<file path="config.mk">
export PLATFORM = sky130hd
export DESIGN_NAME = gpu_divider_pipe
export DESIGN_NICKNAME = d
export VERILOG_FILES = /design/src/rtl/gpu_div_pkg.sv /design/src/rtl/gpu_div_stage.sv /design/src/rtl/gpu_divider_pipe.sv
export SDC_FILE = /design/constraint.sdc
export NUM_CORES = 2
export LEC_CHECK = 0
export CAP_MARGIN = 20
export CORE_AREA = 2 2 443 555
export CTS_CLUSTER_DIAMETER = 60
export DETAILED_ROUTE_END_ITERATION = 7
export DIE_AREA = 0 0 445 557
export HOLD_SLACK_MARGIN = 0.05
export PLACE_DENSITY_LB_ADDON = 0.2
export SLEW_MARGIN = 20
export SYNTH_ARGS = -nofsm -noshare
export SYNTH_HDL_FRONTEND = slang
export SYNTH_SLANG_ARGS = --single-unit
export TNS_END_PERCENT = 50
</file>
<file path="constraint.sdc">
create_clock -name clock -period 40.5 [get_ports clock]
set_clock_uncertainty 0.2 [all_clocks]
set_input_delay 4.05 -clock clock [delete_from_list [all_inputs] [get_ports clock]]
set_output_delay 4.05 -clock clock [all_outputs]
set_load 0.05 [all_outputs]
</file>
<file path="src/rtl/gpu_div_pkg.sv">
// -----------------------------------------------------------------------------
// gpu_div_pkg
// Shared definitions for the pipelined signed divider:
//   - default width constants (numerator, denominator, output, tag, bits/stage)
//   - div_lat(): pipeline latency in unstalled cycles
//   - div_payload_t: per-stage payload carried between iteration stages
// The payload struct is sized by the package constants; module parameters may
// be equal to or narrower than these and use the low bits of each field.
// -----------------------------------------------------------------------------
package gpu_div_pkg;

    localparam int DIV_NUM_W = 32;
    localparam int DIV_DEN_W = 22;
    localparam int DIV_OUT_W = 20;
    localparam int DIV_BPS   = 8;
    localparam int DIV_TAG_W = 8;

    // Partial remainder, dividend/quotient shift register, |denominator|,
    // numerator sign, quotient sign, zero-denominator flag and sideband tag.
    typedef struct packed {
        logic [DIV_DEN_W-1:0] rem;
        logic [DIV_NUM_W-1:0] quo;
        logic [DIV_DEN_W-1:0] den;
        logic                 num_neg;
        logic                 quo_neg;
        logic                 zero;
        logic [DIV_TAG_W-1:0] tag;
    } div_payload_t;

    // Input register + one register per iteration stage + output register.
    function automatic int div_lat(input int num_w, input int bps);
        return (num_w / bps) + 32'sd2;
    endfunction

endpackage

</file>
<file path="src/rtl/gpu_div_stage.sv">
// -----------------------------------------------------------------------------
// gpu_div_stage
// One restoring-division iteration stage resolving BPS quotient bits per cycle.
// Ports:
//   clock, reset (async, active-high), stall (hold all state)
//   in_valid / in_pl   : payload from previous stage
//   out_valid / out_pl : registered payload to next stage
// The quo field acts as a combined shift register: dividend bits leave at the
// top while quotient bits enter at the bottom.
// -----------------------------------------------------------------------------
module gpu_div_stage
    import gpu_div_pkg::*;
#(
    parameter int NUM_W = DIV_NUM_W,
    parameter int DEN_W = DIV_DEN_W,
    parameter int BPS   = DIV_BPS
) (
    input  logic         clock,
    input  logic         reset,
    input  logic         stall,
    input  logic         in_valid,
    input  div_payload_t in_pl,
    output logic         out_valid,
    output div_payload_t out_pl
);

    logic [DEN_W-1:0] rem_s;
    logic [NUM_W-1:0] quo_s;
    logic [DEN_W:0]   trial_s;
    div_payload_t     next_pl_s;

    // Unrolled BPS restoring steps: shift in a dividend bit, subtract if it fits.
    // With a zero divisor every step "fits", so rem simply collects the low
    // dividend bits; the output stage relies on that for the div-by-zero remainder.
    always_comb begin
        rem_s   = in_pl.rem[DEN_W-1:0];
        quo_s   = in_pl.quo[NUM_W-1:0];
        trial_s = {(DEN_W+1){1'b0}};
        for (int i = 0; i < BPS; i++) begin
            trial_s = {rem_s, quo_s[NUM_W-1]};
            quo_s   = {quo_s[NUM_W-2:0], 1'b0};
            if (trial_s >= {1'b0, in_pl.den[DEN_W-1:0]}) begin
                trial_s  = trial_s - {1'b0, in_pl.den[DEN_W-1:0]};
                quo_s[0] = 1'b1;
            end else begin
                quo_s[0] = 1'b0;
            end
            rem_s = trial_s[DEN_W-1:0];
        end
        next_pl_s                 = in_pl;
        next_pl_s.rem[DEN_W-1:0]  = rem_s;
        next_pl_s.quo[NUM_W-1:0]  = quo_s;
    end

    // Stage register; frozen while stalled.
    always_ff @(posedge clock or posedge reset) begin
        if (reset) begin
            out_valid <= 1'b0;
            out_pl    <= '0;
        end else if (!stall) begin
            out_valid <= in_valid;
            out_pl    <= next_pl_s;
        end
    end

endmodule

</file>
<file path="src/rtl/gpu_divider_pipe.sv">
// -----------------------------------------------------------------------------
// gpu_divider_pipe
// Fully pipelined signed divider, truncating toward zero, saturated quotient.
// Latency div_lat(NUM_W, BPS) unstalled cycles, one operation per cycle.
// Ports:
//   clock, reset (async, active-high), i_stall (freeze whole pipe)
//   i_valid, i_numer[NUM_W], i_denom[DEN_W], i_tag[TAG_W]
//   o_valid, o_quot[OUT_W], o_remain[DEN_W], o_tag[TAG_W], o_divZero, o_ovf
// Build option: GPU_DIV_REMAINDER_EN enables the signed remainder output;
// without it o_remain is constant zero.
// -----------------------------------------------------------------------------
module gpu_divider_pipe
    import gpu_div_pkg::*;
#(
    parameter int NUM_W = DIV_NUM_W,
    parameter int DEN_W = DIV_DEN_W,
    parameter int OUT_W = DIV_OUT_W,
    parameter int BPS   = DIV_BPS,
    parameter int TAG_W = DIV_TAG_W
) (
    input  logic             clock,
    input  logic             reset,
    input  logic             i_stall,
    input  logic             i_valid,
    input  logic [NUM_W-1:0] i_numer,
    input  logic [DEN_W-1:0] i_denom,
    input  logic [TAG_W-1:0] i_tag,
    output logic             o_valid,
    output logic [OUT_W-1:0] o_quot,
    output logic [DEN_W-1:0] o_remain,
    output logic [TAG_W-1:0] o_tag,
    output logic             o_divZero,
    output logic             o_ovf
);

    localparam int NSTG = NUM_W / BPS;
    localparam logic [NUM_W-1:0] ONE_N   = {{(NUM_W-1){1'b0}}, 1'b1};
    // Largest positive magnitude and largest negative magnitude representable.
    localparam logic [NUM_W-1:0] POS_LIM = (ONE_N << (OUT_W-1)) - ONE_N;
    localparam logic [NUM_W-1:0] NEG_LIM = (ONE_N << (OUT_W-1));
    localparam logic [OUT_W-1:0] OUT_MAX = {1'b0, {(OUT_W-1){1'b1}}};
    localparam logic [OUT_W-1:0] OUT_MIN = {1'b1, {(OUT_W-1){1'b0}}};

    logic [NUM_W-1:0] num_mag_s;
    logic [DEN_W-1:0] den_mag_s;
    div_payload_t     s0_pl_s;
    logic             s0_valid_r;
    div_payload_t     s0_pl_r;

    logic             stg_valid_s [0:NSTG];
    div_payload_t     stg_pl_s    [0:NSTG];
    div_payload_t     fin_pl_s;

    logic [NUM_W-1:0] q_mag_s;
    logic [OUT_W-1:0] quot_s;
    logic             ovf_s;
    logic             unused_s;

    // Input stage: magnitudes (NUM_W unsigned holds 2^(NUM_W-1)), signs, zero detect.
    always_comb begin
        num_mag_s = i_numer[NUM_W-1] ? ({NUM_W{1'b0}} - i_numer) : i_numer;
        den_mag_s = i_denom[DEN_W-1] ? ({DEN_W{1'b0}} - i_denom) : i_denom;
        s0_pl_s                  = '0;
        s0_pl_s.quo[NUM_W-1:0]   = num_mag_s;
        s0_pl_s.den[DEN_W-1:0]   = den_mag_s;
        s0_pl_s.num_neg          = i_numer[NUM_W-1];
        s0_pl_s.quo_neg          = i_numer[NUM_W-1] ^ i_denom[DEN_W-1];
        s0_pl_s.zero             = (i_denom == {DEN_W{1'b0}});
        s0_pl_s.tag[TAG_W-1:0]   = i_tag;
    end

    // Input stage register.
    always_ff @(posedge clock or posedge reset) begin
        if (reset) begin
            s0_valid_r <= 1'b0;
            s0_pl_r    <= '0;
        end else if (!i_stall) begin
            s0_valid_r <= i_valid;
            s0_pl_r    <= s0_pl_s;
        end
    end

    assign stg_valid_s[0] = s0_valid_r;
    assign stg_pl_s[0]    = s0_pl_r;

    for (genvar k = 0; k < NSTG; k++) begin : g_stage
        gpu_div_stage #(
            .NUM_W (NUM_W),
            .DEN_W (DEN_W),
            .BPS   (BPS)
        ) u_stage (
            .clock     (clock),
            .reset     (reset),
            .stall     (i_stall),
            .in_valid  (stg_valid_s[k]),
            .in_pl     (stg_pl_s[k]),
            .out_valid (stg_valid_s[k+1]),
            .out_pl    (stg_pl_s[k+1])
        );
    end

    assign fin_pl_s = stg_pl_s[NSTG];

    // Sign fix and saturation of the full-width quotient magnitude.
    always_comb begin
        q_mag_s = fin_pl_s.quo[NUM_W-1:0];
        quot_s  = q_mag_s[OUT_W-1:0];
        ovf_s   = 1'b0;
        if (fin_pl_s.zero) begin
            ovf_s  = 1'b1;
            quot_s = fin_pl_s.num_neg ? OUT_MIN : OUT_MAX;
        end else if (fin_pl_s.quo_neg) begin
            if (q_mag_s > NEG_LIM) begin
                ovf_s  = 1'b1;
                quot_s = OUT_MIN;
            end else begin
                quot_s = {OUT_W{1'b0}} - q_mag_s[OUT_W-1:0];
            end
        end else begin
            if (q_mag_s > POS_LIM) begin
                ovf_s  = 1'b1;
                quot_s = OUT_MAX;
            end else begin
                quot_s = q_mag_s[OUT_W-1:0];
            end
        end
    end

    // Output register; result fields only update when a valid result arrives.
    always_ff @(posedge clock or posedge reset) begin
        if (reset) begin
            o_valid   <= 1'b0;
            o_quot    <= {OUT_W{1'b0}};
            o_tag     <= {TAG_W{1'b0}};
            o_divZero <= 1'b0;
            o_ovf     <= 1'b0;
        end else if (!i_stall) begin
            o_valid <= stg_valid_s[NSTG];
            if (stg_valid_s[NSTG]) begin
                o_quot    <= quot_s;
                o_tag     <= fin_pl_s.tag[TAG_W-1:0];
                o_divZero <= fin_pl_s.zero;
                o_ovf     <= ovf_s;
            end
        end
    end

`ifdef GPU_DIV_REMAINDER_EN
    logic [DEN_W-1:0] rem_fix_s;

    // Remainder takes the numerator sign; for a zero divisor the magnitude is
    // |numer| low bits, so negating yields the numerator truncated to DEN_W.
    always_comb begin
        if (fin_pl_s.num_neg) begin
            rem_fix_s = {DEN_W{1'b0}} - fin_pl_s.rem[DEN_W-1:0];
        end else begin
            rem_fix_s = fin_pl_s.rem[DEN_W-1:0];
        end
    end

    // Remainder output register.
    always_ff @(posedge clock or posedge reset) begin
        if (reset) begin
            o_remain <= {DEN_W{1'b0}};
        end else if (!i_stall && stg_valid_s[NSTG]) begin
            o_remain <= rem_fix_s;
        end
    end

    assign unused_s = ^fin_pl_s.den;
`else
    assign o_remain = {DEN_W{1'b0}};
    assign unused_s = ^{fin_pl_s.den, fin_pl_s.rem};
`endif

endmodule

</file>
# Word level (Yosys, flattened, before mapping)
# Index checks and enable logic that the tools add are counted.
# word_totals
input_bits	66
wordCells	188
register_bits	405
# classes
n_mux	74
order_cmp	34
reduce_logical	2
bitwise_logic	2
add_sub_neg	34
# ops
op	count
23-bit by 22-bit greater-or-equal comparator with 1-bit output	31
22-bit two-way mux	32
22-bit subtractor	30
20-bit two-way mux	5
1-bit two-way mux	36
32-bit by 19-bit > comparator with 1-bit output, second input constant	1
32-bit by 20-bit > comparator with 1-bit output, second input constant	1
32-bit two-way mux	1
1-bit by 32-bit subtractor with 32-bit output, first input constant	1
1-bit by 22-bit greater-or-equal comparator with 1-bit output	1
22-bit logical NOT	1
1-bit by 22-bit subtractor with 22-bit output	1
1-bit by 22-bit subtractor with 22-bit output, first input constant	1
1-bit by 20-bit subtractor with 20-bit output, first input constant	1
2-bit AND reduction	1
1-bit NOT	1
1-bit XOR	1

# Depth between registers and ports, before layout
# depth
depth_word	16
mapped_depth	121
mapped_depth_nobuf	113

# Cells and area by module
# From an unflattened synthesis, not the netlist that was laid out.
# unflattened
hier_cells	7628
area_unflattened_um2	61699.2
# modules_own_cells
mod	instances	cells_each	area_per_inst_um2
gpu_div_stage at g_stage[0].u_stage ...	2	1699	13746.9
gpu_div_stage at g_stage[1].u_stage	1	1867	14375.0
gpu_div_stage at g_stage[3].u_stage	1	1767	14325.0
gpu_divider_pipe	1	596	5505.3

# Worst setup path before layout
# OpenSTA, ideal clock, no wires.
# synth_path
path_type	register to register
start	register g_stage[1].u_stage.out_pl[12] (netlist name)
end	register g_stage[2].u_stage.out_pl[78] (netlist name)
path_slack_ps	16983
setup_time_ps	126
stages_incl_launch_ff	104
synth_period_minus_slack_ps	23517
t_arrival_ps	23191
path_cell_list	dfrtp_1 > inv_1 > ha_1 > nand2b_1 > a21oi_2 > o32ai_2 > o31ai_2 > a31o_2 > clkbuf_1 > clkbuf_1 > mux2_2 > ha_1 > a2111o_1 > o2111ai_1 > a31oi_1 > o41ai_2 > nor2_1 > or3_1 > [... 68 more ...] > ha_1 > nor2b_1 > o21ai_0 > a21boi_0 > o21ai_0 > nand2b_1 > a31oi_1 > o21ai_0 > a221oi_1 > o31ai_1 > o41ai_1 > nand4b_1 > a41oi_1 > and2_1 > nand3b_1 > buf_4 > buf_6 > a221o_1
# synth_between
elab_chain_len	16
word_cells_on_any_way	24
classes_between	add/sub (8); order compare (8); mux (8)
# synth_lines
element	line_no	source
start: declaration	gpu_div_stage.sv:24	output div_payload_t out_pl
start signal: assignment	gpu_div_stage.sv:62	out_pl <= next_pl_s;
22-bit subtractor / 23-bit by 22-bit greater-or-equal comparator with 1-bit output (equally long branches)	gpu_div_stage.sv:43, gpu_div_stage.sv:42	
22-bit two-way mux	gpu_div_stage.sv:42	if (trial_s >= {1'b0, in_pl.den[DEN_W-1:0]}) begin
22-bit subtractor / 23-bit by 22-bit greater-or-equal comparator with 1-bit output (equally long branches)	gpu_div_stage.sv:43, gpu_div_stage.sv:42	
22-bit two-way mux	gpu_div_stage.sv:42	
22-bit subtractor / 23-bit by 22-bit greater-or-equal comparator with 1-bit output (equally long branches)	gpu_div_stage.sv:43, gpu_div_stage.sv:42	
22-bit two-way mux	gpu_div_stage.sv:42	
22-bit subtractor / 23-bit by 22-bit greater-or-equal comparator with 1-bit output (equally long branches)	gpu_div_stage.sv:43, gpu_div_stage.sv:42	
22-bit two-way mux	gpu_div_stage.sv:42	
22-bit subtractor / 23-bit by 22-bit greater-or-equal comparator with 1-bit output (equally long branches)	gpu_div_stage.sv:43, gpu_div_stage.sv:42	
22-bit two-way mux	gpu_div_stage.sv:42	
22-bit subtractor / 23-bit by 22-bit greater-or-equal comparator with 1-bit output (equally long branches)	gpu_div_stage.sv:43, gpu_div_stage.sv:42	
22-bit two-way mux	gpu_div_stage.sv:42	
22-bit subtractor / 23-bit by 22-bit greater-or-equal comparator with 1-bit output (equally long branches)	gpu_div_stage.sv:43, gpu_div_stage.sv:42	
22-bit two-way mux	gpu_div_stage.sv:42	
22-bit subtractor / 23-bit by 22-bit greater-or-equal comparator with 1-bit output (equally long branches)	gpu_div_stage.sv:43, gpu_div_stage.sv:42	
22-bit two-way mux (*)	gpu_div_stage.sv:42	
end signal: assignment	gpu_div_stage.sv:62	
end: declaration	gpu_div_stage.sv:24	
# Mark *: on every way between the ends. The rest lies on a longest branch, timed or not.
# A chain may end at the register's enable or synchronous reset.

# Worst setup path in the final report
# layout_path
start	register g_stage[1].u_stage.out_pl[12] (netlist name)
end	register g_stage[2].u_stage.out_pl[65] (netlist name)
# layout_between
elab_chain_len	16
word_cells_on_any_way	23
classes_between	add/sub (7); order compare (8); mux (8)
# layout_lines
element	line_no
22-bit subtractor / 23-bit by 22-bit greater-or-equal comparator with 1-bit output (equally long branches)	gpu_div_stage.sv:43, gpu_div_stage.sv:42
22-bit two-way mux	gpu_div_stage.sv:42
22-bit subtractor / 23-bit by 22-bit greater-or-equal comparator with 1-bit output (equally long branches)	gpu_div_stage.sv:43, gpu_div_stage.sv:42
22-bit two-way mux	gpu_div_stage.sv:42
22-bit subtractor / 23-bit by 22-bit greater-or-equal comparator with 1-bit output (equally long branches)	gpu_div_stage.sv:43, gpu_div_stage.sv:42
22-bit two-way mux	gpu_div_stage.sv:42
22-bit subtractor / 23-bit by 22-bit greater-or-equal comparator with 1-bit output (equally long branches)	gpu_div_stage.sv:43, gpu_div_stage.sv:42
22-bit two-way mux	gpu_div_stage.sv:42
22-bit subtractor / 23-bit by 22-bit greater-or-equal comparator with 1-bit output (equally long branches)	gpu_div_stage.sv:43, gpu_div_stage.sv:42
22-bit two-way mux	gpu_div_stage.sv:42
22-bit subtractor / 23-bit by 22-bit greater-or-equal comparator with 1-bit output (equally long branches)	gpu_div_stage.sv:43, gpu_div_stage.sv:42
22-bit two-way mux	gpu_div_stage.sv:42
22-bit subtractor / 23-bit by 22-bit greater-or-equal comparator with 1-bit output (equally long branches)	gpu_div_stage.sv:43, gpu_div_stage.sv:42
22-bit two-way mux	gpu_div_stage.sv:42
23-bit by 22-bit greater-or-equal comparator with 1-bit output (*)	gpu_div_stage.sv:42
22-bit two-way mux (*)	gpu_div_stage.sv:42
# Marked as above.

==> results_dict.tcl <==
set metrics [dict create \
    status "complete, no violations" \
    place_congestion 0.886 \
    cp.required_ns 40.88 \
    grtUsageTotal 0.160 \
    period_needed_ns 30.07 \
    ys_ff_latch 405 \
    detail_route.wirelength_um 204000 \
    post-route-drc-count 0 \
    final_common_cell "ha_1" \
    die_x_um 445 \
    netlist_instances 6849 \
    rsz0062_at_grt "no" \
    synthToLayoutAreaGrowth_pct 12.6 \
    hpwl_um 166000 \
    detail-route-antenna-nets 0 \
    io_buffers 96 \
    rows 203 \
    ys_types 114 \
    cts.reportedPaths.clkPinSlew_ns 0.05 \
    synth_xor_xnor_area_share 0.0861 \
    grt_pass1_vias 51333 \
    cts_resized 0 \
    slew_headroom 0.187 \
    fin_nets 7670 \
    grt_pass1_wl_um 309000 \
    io_pins 119 \
    numCtsBuffers 69 \
    fin_tns_setup_ns 0 \
    drive_gt1_frac 0.113 \
    synth_top_family_by_area "compound AO/OA/AOI/OAI gates" \
    clockBufferDepth 3 \
    initial_core_util 0.229 \
    setup_violations 0 \
    die_height_um 557 \
    yosysTopAreaCellShare 0.182 \
    setup_slack_ns 10.43 \
    critPathMostFrequentCell "o21ai_0" \
    hp-class "reg -> reg" \
    critPathLaunchType "flop" \
    final.period_utilization 0.743 \
    netlist_top_cells_area "dfrtp_1, ha_1, mux2_2, xnor2_1, a21oi_1" \
    grt_overflow 0 \
    wl_per_cell_um 20.2 \
    worst-slew-pin-transition_ns 1.20 \
    root_buffer "clkbuf_16" \
    endpoint_kind "flop" \
    muxShareOfSynthArea 0.117 \
    die-area_sq_um 248000 \
    cts_tree "yes" \
    synth_fa_ha_area_frac 0.165 \
    core_sq_um 243000 \
    ys.flop_type "dfrtp_1" \
    layout_common_cells "ha_1, a21oi_1, nand2_1" \
    crit_slowest_cell "a31oi_2" \
    synth-seq-area-share 0.182 \
    cts.sinks 405 \
    ys_warn_count 0 \
    synth-edff-count 0 \
    ff2ff_setup_slack_ns 10.43 \
    final_util 0.257 \
    critPathMaxStageDelay_ns 0.75 \
    fmax_ghz 0.0333 \
    holdBufCountCts 0 \
    postCtsSetupRepairBufs 0 \
    critPathMaxFanout 31 \
    path_class "reg -> reg" \
    vias 50880 \
    cap_violations 0 \
    post_synth.cell_area_avg_sq_um 8.13 \
    dr.first_iter.drc_count 2703 \
    syn_area_sq_um 55600 \
    critPathArrivalTime_ns 30.45 \
    dp_slack_ns 10.33 \
    routed_via_density 5.03 \
    synthArstFlopShare 1.00 \
    synthSimpleGateAreaFrac 0.164 \
    synth_compound_area_frac 0.239 \
    grt_max_degree 191 \
    htree_levels 3 \
    finalHoldViolCount 0 \
    slew_viol_final 0 \
    synth_top_area_cell "dfrtp_1" \
    firstDrtPassIters 5 \
    antenna_found_initial 15 \
    fin_worst_hold_slack_ns 0.278 \
    clock_latency_ns 0.70 \
]
==> final timing paths <==
kind | depth (start not counted) | endpoint | from
max reg2reg | 98 | g_stage[2].u_stage.out_pl[65] | g_stage[1].u_stage.out_pl[12]
min reg2reg | 2 | g_stage[1].u_stage.out_pl[22] | g_stage[1].u_stage.out_pl[22]
max | 98 | g_stage[2].u_stage.out_pl[65] | g_stage[1].u_stage.out_pl[12]
max in group asynchronous | 4 | g_stage[0].u_stage.out_pl[55] | reset
min in group asynchronous | 2 | g_stage[0].u_stage.out_pl[3] | reset
min | 2 | g_stage[1].u_stage.out_pl[22] | g_stage[1].u_stage.out_pl[22]
==> registers in the layout (all words and copies together), names as in the netlist <==
signal and flops:
o_divZero 1, o_quot 20, s0_pl_r 65, s0_valid_r 1
g_stage.u_stage.out_pl 304, o_tag 8, o_ovf 1, o_valid 1
g_stage.u_stage.out_valid 4
==> routing by layer <==
layer	GRT usage	vias up	part of all wire
met3	0.0143	297	0.024
met5	0	-	0.000054
met1	0.187	24556	0.42
met4	0.0673	2	0.043
met2	0.298	837	0.51
li1	-	25188	-
==> cell families (layout without fill, tap and decap cells) <==
kind of cell | after synthesis | count (layout)
compound gates | 2073 | 2073
other cells | 1 | 26
xor+xnor | 547 | 547
simple gates | 1896 | 1896
fa+ha+maj | 717 | 717
flops | 405 | 405
buf+inv | 623 | 694
mux | 587 | 587
==> layout make-up <==
| class | instances | area, sq um |
|---|---|---|
| Antenna cell | 4 | 10.0 |
| Clock buffer | 84 | 1880 |
| Clock inverter | 41 | 519 |
| Fill cell | 26507 | 181000 |
| Inverter | 403 | 1520 |
| Multi-Input combinational cell | 5842 | 43100 |
| Sequential cell | 405 | 10100 |
| Tap cell | 3177 | 3980 |
| Timing Repair Buffer | 166 | 1510 |
==> cells in the mapped netlist (135+ instances only) <==
cell type,instances
ha_1,687
a21o_1,240
inv_1,401
nor2_1,506
mux2_2,479
xor2_1,201
a21oi_1,593
nand2_1,546
o21ai_0,506
clkbuf_1,135
xnor2_1,346
dfrtp_1,405
==> worst max-delay path, delay by kind of cell, from the launching register on <==
kind / cells / cell delay, ns
buffers and inverters: 8 / 2.53
AOI/OAI and AO/OA: 51 / 16.51
DFF: 1 / 0.54
adders and majority gates: 8 / 2.91
muxes: 10 / 3.14
and+or+nand+nor: 21 / 3.97
==> stage by stage <==
| stage | instances | area, sq um |
|---|---|---|
| finish | 10122 | 62600 |
| global route | 10119 | 62600 |
| CTS | 10118 | 62600 |
| detailed placement | 9993 | 60200 |
| global placement | 9993 | 60200 |
| floorplan | 6870 | 55700 |
Power is left out: the tool's default activity adds up to more than one toggle a clock period on the data nets, which glitch-free logic cannot reach.
